==> src/rtl/backtrack_stack.sv <==
// backtrack_stack: LIFO frame store and result accumulator for the return path
// of the 2/3-multiplier recursion. Frames {n, twothree} are pushed while
// descending; a backtrack seeds the accumulator and unwinds the stack, scaling
// the accumulator by 2 (twothree=1) or 3 (twothree=0) for every popped frame.
//
// Optional feature macro: STACK_ERR_FLAG_EN
//   defined   -> err is a sticky flag raised by a push into a full stack or a
//                backtrack on an empty stack (cleared only by rst)
//   undefined -> err is tied low
//
// state | meaning
// ------+----------------------------------------------------------------
// IDLE  | accepting push/backtrack, ready=1
// POP   | remove top frame, latch it onto n_top/tt_top
// MUL   | scale acc by the latched frame's factor; loop or finish
// FIN   | final_done pulse for one cycle, then back to IDLE
module backtrack_stack #(
    parameter int size  = 4,
    parameter int DEPTH = 8,
    parameter int ACC_W = 8
) (
    input  logic                     clk,
    input  logic                     rst,
    input  logic                     push,
    input  logic [size-1:0]          n_in,
    input  logic                     tt_in,
    input  logic                     backtrack,
    input  logic [ACC_W-1:0]         base_val,
    output logic                     ready,
    output logic [size-1:0]          n_top,
    output logic                     tt_top,
    output logic [ACC_W-1:0]         result,
    output logic [$clog2(DEPTH):0]   count,
    output logic                     full,
    output logic                     empty,
    output logic                     final_done,
    output logic                     err
);

    localparam int AW  = $clog2(DEPTH);
    localparam int SPW = AW + 1;
    localparam logic [SPW-1:0] SP_ONE  = SPW'(1);
    localparam logic [SPW-1:0] SP_FULL = SPW'(DEPTH);

    typedef enum logic [1:0] {
        S_IDLE = 2'd0,
        S_POP  = 2'd1,
        S_MUL  = 2'd2,
        S_FIN  = 2'd3
    } state_t;

    state_t             r_state;
    state_t             w_next;

    logic [size:0]      r_mem [DEPTH];
    logic [SPW-1:0]     r_sp;
    logic [ACC_W-1:0]   r_acc;
    logic [size-1:0]    r_n_top;
    logic               r_tt_top;

    logic               w_full;
    logic               w_empty;
    logic               w_idle;
    logic               w_do_push;
    logic               w_load;
    logic [SPW-1:0]     w_sp_m1;
    logic [ACC_W-1:0]   w_acc_x2;
    logic [ACC_W-1:0]   w_acc_x3;

    assign w_full    = (r_sp == SP_FULL);
    assign w_empty   = (r_sp == '0);
    assign w_idle    = (r_state == S_IDLE);
    // backtrack wins over a same-cycle push; a push into a full stack is dropped
    assign w_do_push = w_idle && push && !backtrack && !w_full;
    assign w_load    = w_idle && backtrack;
    assign w_sp_m1   = r_sp - SP_ONE;
    // x2 and x3 built from shift/add; the carry-out is discarded (mod 2^ACC_W)
    assign w_acc_x2  = {r_acc[ACC_W-2:0], 1'b0};
    assign w_acc_x3  = w_acc_x2 + r_acc;

    // next-state decode
    always_comb begin
        w_next = r_state;
        case (r_state)
            S_IDLE: begin
                if (backtrack) begin
                    w_next = w_empty ? S_FIN : S_POP;
                end
            end
            S_POP:   w_next = S_MUL;
            S_MUL:   w_next = w_empty ? S_FIN : S_POP;
            S_FIN:   w_next = S_IDLE;
            default: w_next = S_IDLE;
        endcase
    end

    // state register
    always_ff @(posedge clk) begin
        if (rst) begin
            r_state <= S_IDLE;
        end else begin
            r_state <= w_next;
        end
    end

    // stack pointer, popped-frame latch and accumulator
    always_ff @(posedge clk) begin
        if (rst) begin
            r_sp     <= '0;
            r_acc    <= '0;
            r_n_top  <= '0;
            r_tt_top <= 1'b0;
        end else begin
            if (w_do_push) begin
                r_sp <= r_sp + SP_ONE;
            end
            if (w_load) begin
                r_acc <= base_val;
            end
            if (r_state == S_POP) begin
                r_sp                <= w_sp_m1;
                {r_n_top, r_tt_top} <= r_mem[w_sp_m1[AW-1:0]];
            end
            if (r_state == S_MUL) begin
                r_acc <= r_tt_top ? w_acc_x2 : w_acc_x3;
            end
        end
    end

    // frame memory; contents survive reset, only the pointer is cleared
    always_ff @(posedge clk) begin
        if (w_do_push) begin
            r_mem[r_sp[AW-1:0]] <= {n_in, tt_in};
        end
    end

`ifdef STACK_ERR_FLAG_EN
    logic r_err;

    // sticky misuse flag: push into full stack or backtrack on empty stack
    always_ff @(posedge clk) begin
        if (rst) begin
            r_err <= 1'b0;
        end else if (w_idle && ((push && !backtrack && w_full) || (backtrack && w_empty))) begin
            r_err <= 1'b1;
        end
    end

    assign err = r_err;
`else
    assign err = 1'b0;
`endif

    assign ready      = w_idle;
    assign n_top      = r_n_top;
    assign tt_top     = r_tt_top;
    assign result     = r_acc;
    assign count      = r_sp;
    assign full       = w_full;
    assign empty      = w_empty;
    assign final_done = (r_state == S_FIN);

endmodule

==> config.mk <==
export PLATFORM = sky130hd
export DESIGN_NAME = backtrack_stack
export DESIGN_NICKNAME = d
export VERILOG_FILES = /design/src/rtl/backtrack_stack.sv
export SDC_FILE = /design/constraint.sdc
export NUM_CORES = 1
export LEC_CHECK = 0
export BUFFER_PORTS_ARGS = -buffer_cell sky130_fd_sc_hd__buf_2
export CAP_MARGIN = 30
export CELL_PAD_IN_SITES_DETAIL_PLACEMENT = 1
export CELL_PAD_IN_SITES_GLOBAL_PLACEMENT = 1
export CORE_UTILIZATION = 46
export CTS_CLUSTER_SIZE = 24
export DETAILED_ROUTE_END_ITERATION = 12
export PLACE_DENSITY_LB_ADDON = 0.1
export SLEW_MARGIN = 25
export SYNTH_ARGS = -nofsm -noshare
export SYNTH_HDL_FRONTEND = slang
export SYNTH_SLANG_ARGS = --single-unit
==> constraint.sdc <==
create_clock -name clk -period 3.19 [get_ports clk]
set_input_delay 0 -clock clk [delete_from_list [all_inputs] [get_ports clk]]
set_output_delay 0 -clock clk [all_outputs]
set_load 0.02 [all_outputs]
==> results of run 1 <==
-- area by class of cell --
class,instances,share of cell area
repair buffers,51,0.0929
flip-flops and latches,59,0.470
clock inverters,7,0.0156
multi-input cells,144,0.352
clock buffers,9,0.0368
well taps,75,0.0279
inverters,4,0.00446
-- worst register-to-register path, stage by stage, from the launching register on --
cell and delay (ps):
dfxtp_1 370, ha_1 240, fa_1 420, a211o_1 350, and2_0 160, o311a_1 320
o41ai_2 260
-- flip-flops by register name, summed over array words and instances, names as in the netlist --
name / flops
r_mem: 40
result: 8
count: 4
n_top: 4
r_state: 2
tt_top: 1
-- synthesized netlist by cell type, types with 2 or more instances --
cell,instances
dfxtp_1,19
a211oi_2,2
xor2_1,3
o211ai_1,4
mux4_2,10
nand2_1,11
nand3b_1,4
edfxtp_1,40
o311a_1,2
nor3b_1,2
clkbuf_1,2
a21oi_1,9
o21a_1,3
nor4_1,4
mux2i_1,8
buf_2,5
a211oi_1,7
nor2b_1,4
or2_2,2
nand3_1,2
nand2b_1,4
nand4bb_1,2
a21o_1,2
o21ba_2,2
ha_1,8
inv_1,4
o21ai_0,6
nor2_1,19
buf_4,5
nor3_1,7
-- worst paths after layout --
| kind | from | endpoint | slack (ps) |
|---|---|---|---|
| setup / recovery | result[1] | result[5] | 970 |
| hold / removal | base_val[0] | result[0] | 40 |
| setup reg to reg | result[1] | result[5] | 970 |
| hold reg to reg | n_top[3] | n_top[3] | 500 |
-- kinds of logic after synthesis --
kind of cell | share of synthesized area
other | 0.00131
AND/OR/NAND/NOR | 0.128
XOR/XNOR | 0.0179
flip-flops | 0.552
adder cells (fa/ha/maj) | 0.0419
buffers and inverters | 0.0336
AO/OA/AOI/OAI | 0.119
multiplexers | 0.107
-- stage by stage --
| step | hold WS [ps] | total power [mW] | instance area, um2 | setup slack (ps) | instances |
|---|---|---|---|---|---|
| 6_report | 44.0 | 2.24 | 3370 | 972 | 349 |
| 5_1_grt | 55.8 | 2.37 | 3370 | 865 | 349 |
| 4_1_cts | 33.1 | 2.26 | 3370 | 1010 | 349 |
| 3_5_place_dp | 279 | 1.63 | 3100 | 1020 | 324 |
| 3_3_place_gp | 271 | 1.63 | 3100 | 1070 | 324 |
| 2_1_floorplan | 98.9 | 1.47 | 2860 | 800 | 220 |
-- per-layer routing --
layer  GRT usage  part of all wire  vias to the layer above
li1            -                 -                      940
met1       0.338              0.50                      980
met2       0.325              0.46                       44
met3      0.0685             0.039                        2
met4      0.0661            0.0042                        0
met5           0                 0                        -
-- repair_timing --
action / in CTS / in global routing
setup endpoints to repair: 0 / 0
hold endpoints to repair: 44 / 0
hold buffers: 9 / 0
-- report_power, final --
group	total [mW]	internal [mW]	switching [mW]
logic	0.671	0.296	0.375
registers	0.957	0.872	0.0850
clock network	0.616	0.287	0.329
==> out/metrics.yaml, run 1 <==
grt_overflow: 0
post_synth_instance_area_um2: 2860
final_period_minus_worst_setup_slack_ps: 2220
yosysSeqAreaShare: 0.552
critPathKind: "flop to flop"
layout.nets: 295
multi_input_gate_area_in_the_final_layout_um2: 1190
final.setup.tns_ps: 0
postSynthRegisterBits: 59
layout.cells.most_common: "edfxtp_1"
post_synth_inst_count: 220
sequential_cell_area_um2: 1580
critPathCaptureType: "flop"
tritoncts: "built"
initial_utilization: 0.481
io_buffers: 37
htreeDepth: 3
worstPathMaxFanout: 6
drive_above_1_share: 0.285
synth_top_area_frac: 0.419
ff2ff_path_depth: 6
post_synth_main_area_contributors: "edfxtp_1 42%, dfxtp_1 13%, mux4_2 7.9%"
finalHoldViolations: 0
tritoncts.num_buffers: 9
antennaDiodeCount: 0
grt_pass1_vias: 1953
post-route-drc-count: 0
worstPathArrival_ps: 2460
area_delta_synth_final_pct: 17.5
timing.max_cap.violations: 0
power.leakage_nw: 1.28
drtPass1Iterations: 4
postCtsSetupBuffers: 0
outcome: "finished clean"
pd_cells_nw_per_um2: 667
synth_edf_count: 40
clkLatencyLatePin_ps: 340
synth_async_sr_flop_share: 0
dp_hpwl_um: 4330
utilization_after_layout: 0.565
yosys_most_used_dff: "edfxtp_1"
clock-skew-final_ps: 12.3
slew_violations: 0
antenna_found_initial: 0
cts_resized: 0
synth.distinct_cells: 48
most-common-layout-cells: "40 x edfxtp_1, 37 x buf_2, 19 x nor2_1, 19 x dfxtp_1, 11 x nand2_1"
ctsLongestPathBuffers: 2
final_min_period_over_clock_period: 0.695
drt_wl_total_um: 6610
cp_num_cells: 6
yosys_warnings: 0
io_pins: 39
dieArea_um2: 6550
overall_global_routing_resource_usage: 0.230
worst_ir_drop_vdd_mv: 0.561
clock-root-buffer: "clkbuf_8"
hold-path-cell-count: 4
critical_path.n_buffers_inverters: 0
largest_delay_contributor_family_on_the_critical_path: "compound AO/OA/AOI/OAI gates"
worstSetupStartpointType: "flop"
postSynthNetCount: 246
final_antenna_net_count: 0
worst_setup_hold_path_clk_slew_ps: 70
yosysTopAreaCell: "edfxtp_1"
crit_path_top_delay_cell: "fa_1"
std_cell_rows: 28
viasPerCell: 5.63
cts_num_sinks: 59
worst_hold_path_type: "input pin to flop"
final_setup_fails: 0
grt_start_max_net_pins: 22
placeableCoreArea_um2: 5960
fmaxAchievable_mhz: 451
tightestPinTransition_ps: 836
routabilityCongestion: 0.746
dr_total_vias: 1966
grt_pass1_wl_um: 10600
overall_die_height_um: 80.9
grt_setup_unrepaired: "false"
layout.filler_cells: 625
relSlewSlack: 0.441
timing.critical_path.cells: "ha_1 > fa_1 > a211o_1 > and2_0 > o311a_1 > o41ai_2"
cp_data_required_time_ps: 3440
avgSynthCellArea_um2: 13.0
x_dimension_of_the_die_um: 80.9
max_stage_delay_on_crit_path_ps: 420
drt-wirelength-per-cell_um: 18.9
drtIter0Drc: 102
Note: power is estimated with default switching activity, not from simulation.
==> run 2, diff against run 1 <==
--- a/config.mk
+++ b/config.mk
@@ -5,11 +5,12 @@
 export SDC_FILE = /design/constraint.sdc
 export NUM_CORES = 1
 export LEC_CHECK = 0
+export ABC_AREA = 1
 export BUFFER_PORTS_ARGS = -buffer_cell sky130_fd_sc_hd__buf_2
 export CAP_MARGIN = 30
 export CELL_PAD_IN_SITES_DETAIL_PLACEMENT = 1
 export CELL_PAD_IN_SITES_GLOBAL_PLACEMENT = 1
-export CORE_UTILIZATION = 46
+export CORE_UTILIZATION = 39
 export CTS_CLUSTER_SIZE = 24
 export DETAILED_ROUTE_END_ITERATION = 12
 export PLACE_DENSITY_LB_ADDON = 0.1
==> constraint.sdc (replaced) <==
create_clock -name clk -period 1.8 [get_ports clk]
set_input_delay 0 -clock clk [delete_from_list [all_inputs] [get_ports clk]]
set_output_delay 0 -clock clk [all_outputs]
set_load 0.02 [all_outputs]
==> out/metrics.yaml, run 2 <==
outcome: "finished clean"
postSynthNetCount: 330
place_inst: 437
drt-wirelength-per-cell_um: 16.4
cp_num_cells: 8
largest_register_ff_count: 40
initial_utilization: 0.412
tritoncts: "built"
slew_violations: 0
layout.cell_area.non_filler_um2: 3610
most-common-layout-cells: "45 x nand2_1, 42 x nor2_1, 40 x edfxtp_1"
synth_async_sr_flop_share: 0
yosys_warnings: 0
worst_hold_path_type: "input pin to flop"
final_antenna_net_count: 0
placed_cell_area_um2: 3250
timing.max_cap.violations: 0
worst_setup_hold_path_clk_slew_ps: 70
power.share.switching: 0.378
worstPathMaxFanout: 6
clkLatencyLatePin_ps: 340
layout.nets: 392
holdWs_ps: 29.5
drt_wl_total_um: 7670
io_buffers: 37
viasPerCell: 5.17
post_synth_main_area_contributors: "edfxtp_1 42%, dfxtp_1 13%, nand2_1 6.3%"
post_synth_instance_area_um2: 2860
tritoncts.num_buffers: 9
fin_worst_setup_slack_ps: 121
pd_cells_nw_per_um2: 1340
utilization_after_layout: 0.520
seq_power_share: 0.348
dp_hpwl_um: 5370
worstSetupStartpointType: "flop"
ff2ff_path_depth: 8
yosys_most_used_dff: "edfxtp_1"
critPathMostFrequentCell: "inv_4"
yosysSeqAreaShare: 0.553
dr_total_vias: 2413
htreeDepth: 3
grt_start_max_net_pins: 27
area_delta_synth_final_pct: 26.3
cts_num_sinks: 59
critPathCaptureType: "flop"
post-route-drc-count: 0
drtPass1Iterations: 4
drive_above_1_share: 0.253
drtIter0Drc: 182
worst_ir_drop_vdd_mv: 0.828
layout.cells.non_filler: 467
io_pins: 39
x_dimension_of_the_die_um: 87.7
final.setup.tns_ps: 0
hold-path-cell-count: 4
critical_path.n_buffers_inverters: 2
critPathKind: "flop to flop"
cp_data_required_time_ps: 1810
fmaxAchievable_mhz: 596
ctsLongestPathBuffers: 2
grt_pass1_vias: 2520
antennaDiodeCount: 0
p_sw_mw: 1.83
clock-skew-final_ps: 10.7
clock-root-buffer: "clkbuf_8"
layout.cells.most_common: "nand2_1"
synth.distinct_cells: 34
max_stage_delay_on_crit_path_ps: 360
synth_common_cells: "48 x nand2_1, 46 x nor2_1, 40 x edfxtp_1"
grt_overflow: 0
totalPowerFinal_mw: 4.84
layout.filler_cells: 802
grt_setup_unrepaired: "false"
std_cell_rows: 30
final_min_period_over_clock_period: 0.933
finalHoldViolations: 0
postSynthRegisterBits: 59
antenna_found_initial: 0
power.share.combinational: 0.373
final_period_minus_worst_setup_slack_ps: 1680
crit_path_top_delay_cell: "dfxtp_4"
synth_top_area_frac: 0.420
pre_cts_ws_ps: 76.5
synth.most_common_cell: "nand2_1"
dieArea_um2: 7680
timing.critical_path.cells: "inv_4 > ha_4 > nand2_2 > nor2_4 > nand3b_4 > inv_4 > nand2_4 > nor3_4"
routabilityCongestion: 0.769
yosysTopAreaCell: "edfxtp_1"
final_setup_fails: 0
placeableCoreArea_um2: 6940
overall_global_routing_resource_usage: 0.223
overall_die_height_um: 87.7
internal_power_mw: 3.01
grt_pass1_wl_um: 12400
power.leakage_nw: 1.49
largest_delay_contributor_family_on_the_critical_path: "simple AND/OR/NAND/NOR gates"
avgSynthCellArea_um2: 9.41
worstPathArrival_ps: 1690
post_synth_inst_count: 304
power.share.clock: 0.279
synth_edf_count: 40
run 2: cell families (layout without fill, tap and decap cells):
family | after synthesis | count (layout) | synth area share
and+or+nand+nor | 128 | 128 | 0.199
AOI/OAI and AO/OA | 70 | 70 | 0.132
DFF | 59 | 59 | 0.553
buffers and inverters | 34 | 101 | 0.0638
adders and majority gates | 9 | 9 | 0.0420
xor gates and xnor gates | 3 | 3 | 0.00918
other | 1 | 1 | 0.00131
run 2: path summary, 6_finish.rpt:
kind,slack (ps),endpoint,from
worst max register to register,120,r_mem[3][4],count[0]
worst max-delay path,120,r_mem[3][4],count[0]
worst min-delay path,30,result[4],base_val[4]
worst min register to register,470,n_top[2],n_top[2]
run 2: worst register-to-register path: cells and delay by family (launching register included):
family | cells | cell delay, ps
and+or+nand+nor | 5 | 690
DFF | 1 | 360
adders and majority gates | 1 | 160
buffers and inverters | 2 | 150
run 2: layout make-up:
class | count | area [um2] | area share
clock buffer | 10 | 128 | 0.0353
clock inverter | 6 | 88.8 | 0.0246
timing repair buffer | 64 | 423 | 0.117
inverter | 21 | 83.8 | 0.0232
tap | 96 | 120 | 0.0332
multi-input combinational | 211 | 1180 | 0.328
sequential | 59 | 1590 | 0.439
run 2: what timing repair did:
action / CTS / global route
buffers inserted: 0 / 0
hold buffers: 14 / 0
gates resized for setup: 0 / 2
endpoints found under the hold margin: 53 / 0
endpoints found under the setup margin: 0 / 7
run 2: metal layers:
| layer | GRT usage | vias to the layer above | wire, um |
|---|---|---|---|
| li1 | - | 1174 | - |
| met1 | 0.300 | 1180 | 3620 |
| met4 | 0.0820 | 0 | 97 |
| met2 | 0.354 | 50 | 3680 |
| met3 | 0.0481 | 9 | 275 |
| met5 | 0 | - | 0 |
run 2: power by group through the flow:
stage	clock network, mW	registers (mW)	logic [mW]
3_3_place_gp	0	1.71	1.73
6_report	1.35	1.68	1.81
5_1_grt	1.43	1.70	2.02
4_1_cts	1.38	1.69	1.81
3_5_place_dp	0	1.71	1.77
2_1_floorplan	0	1.84	1.11
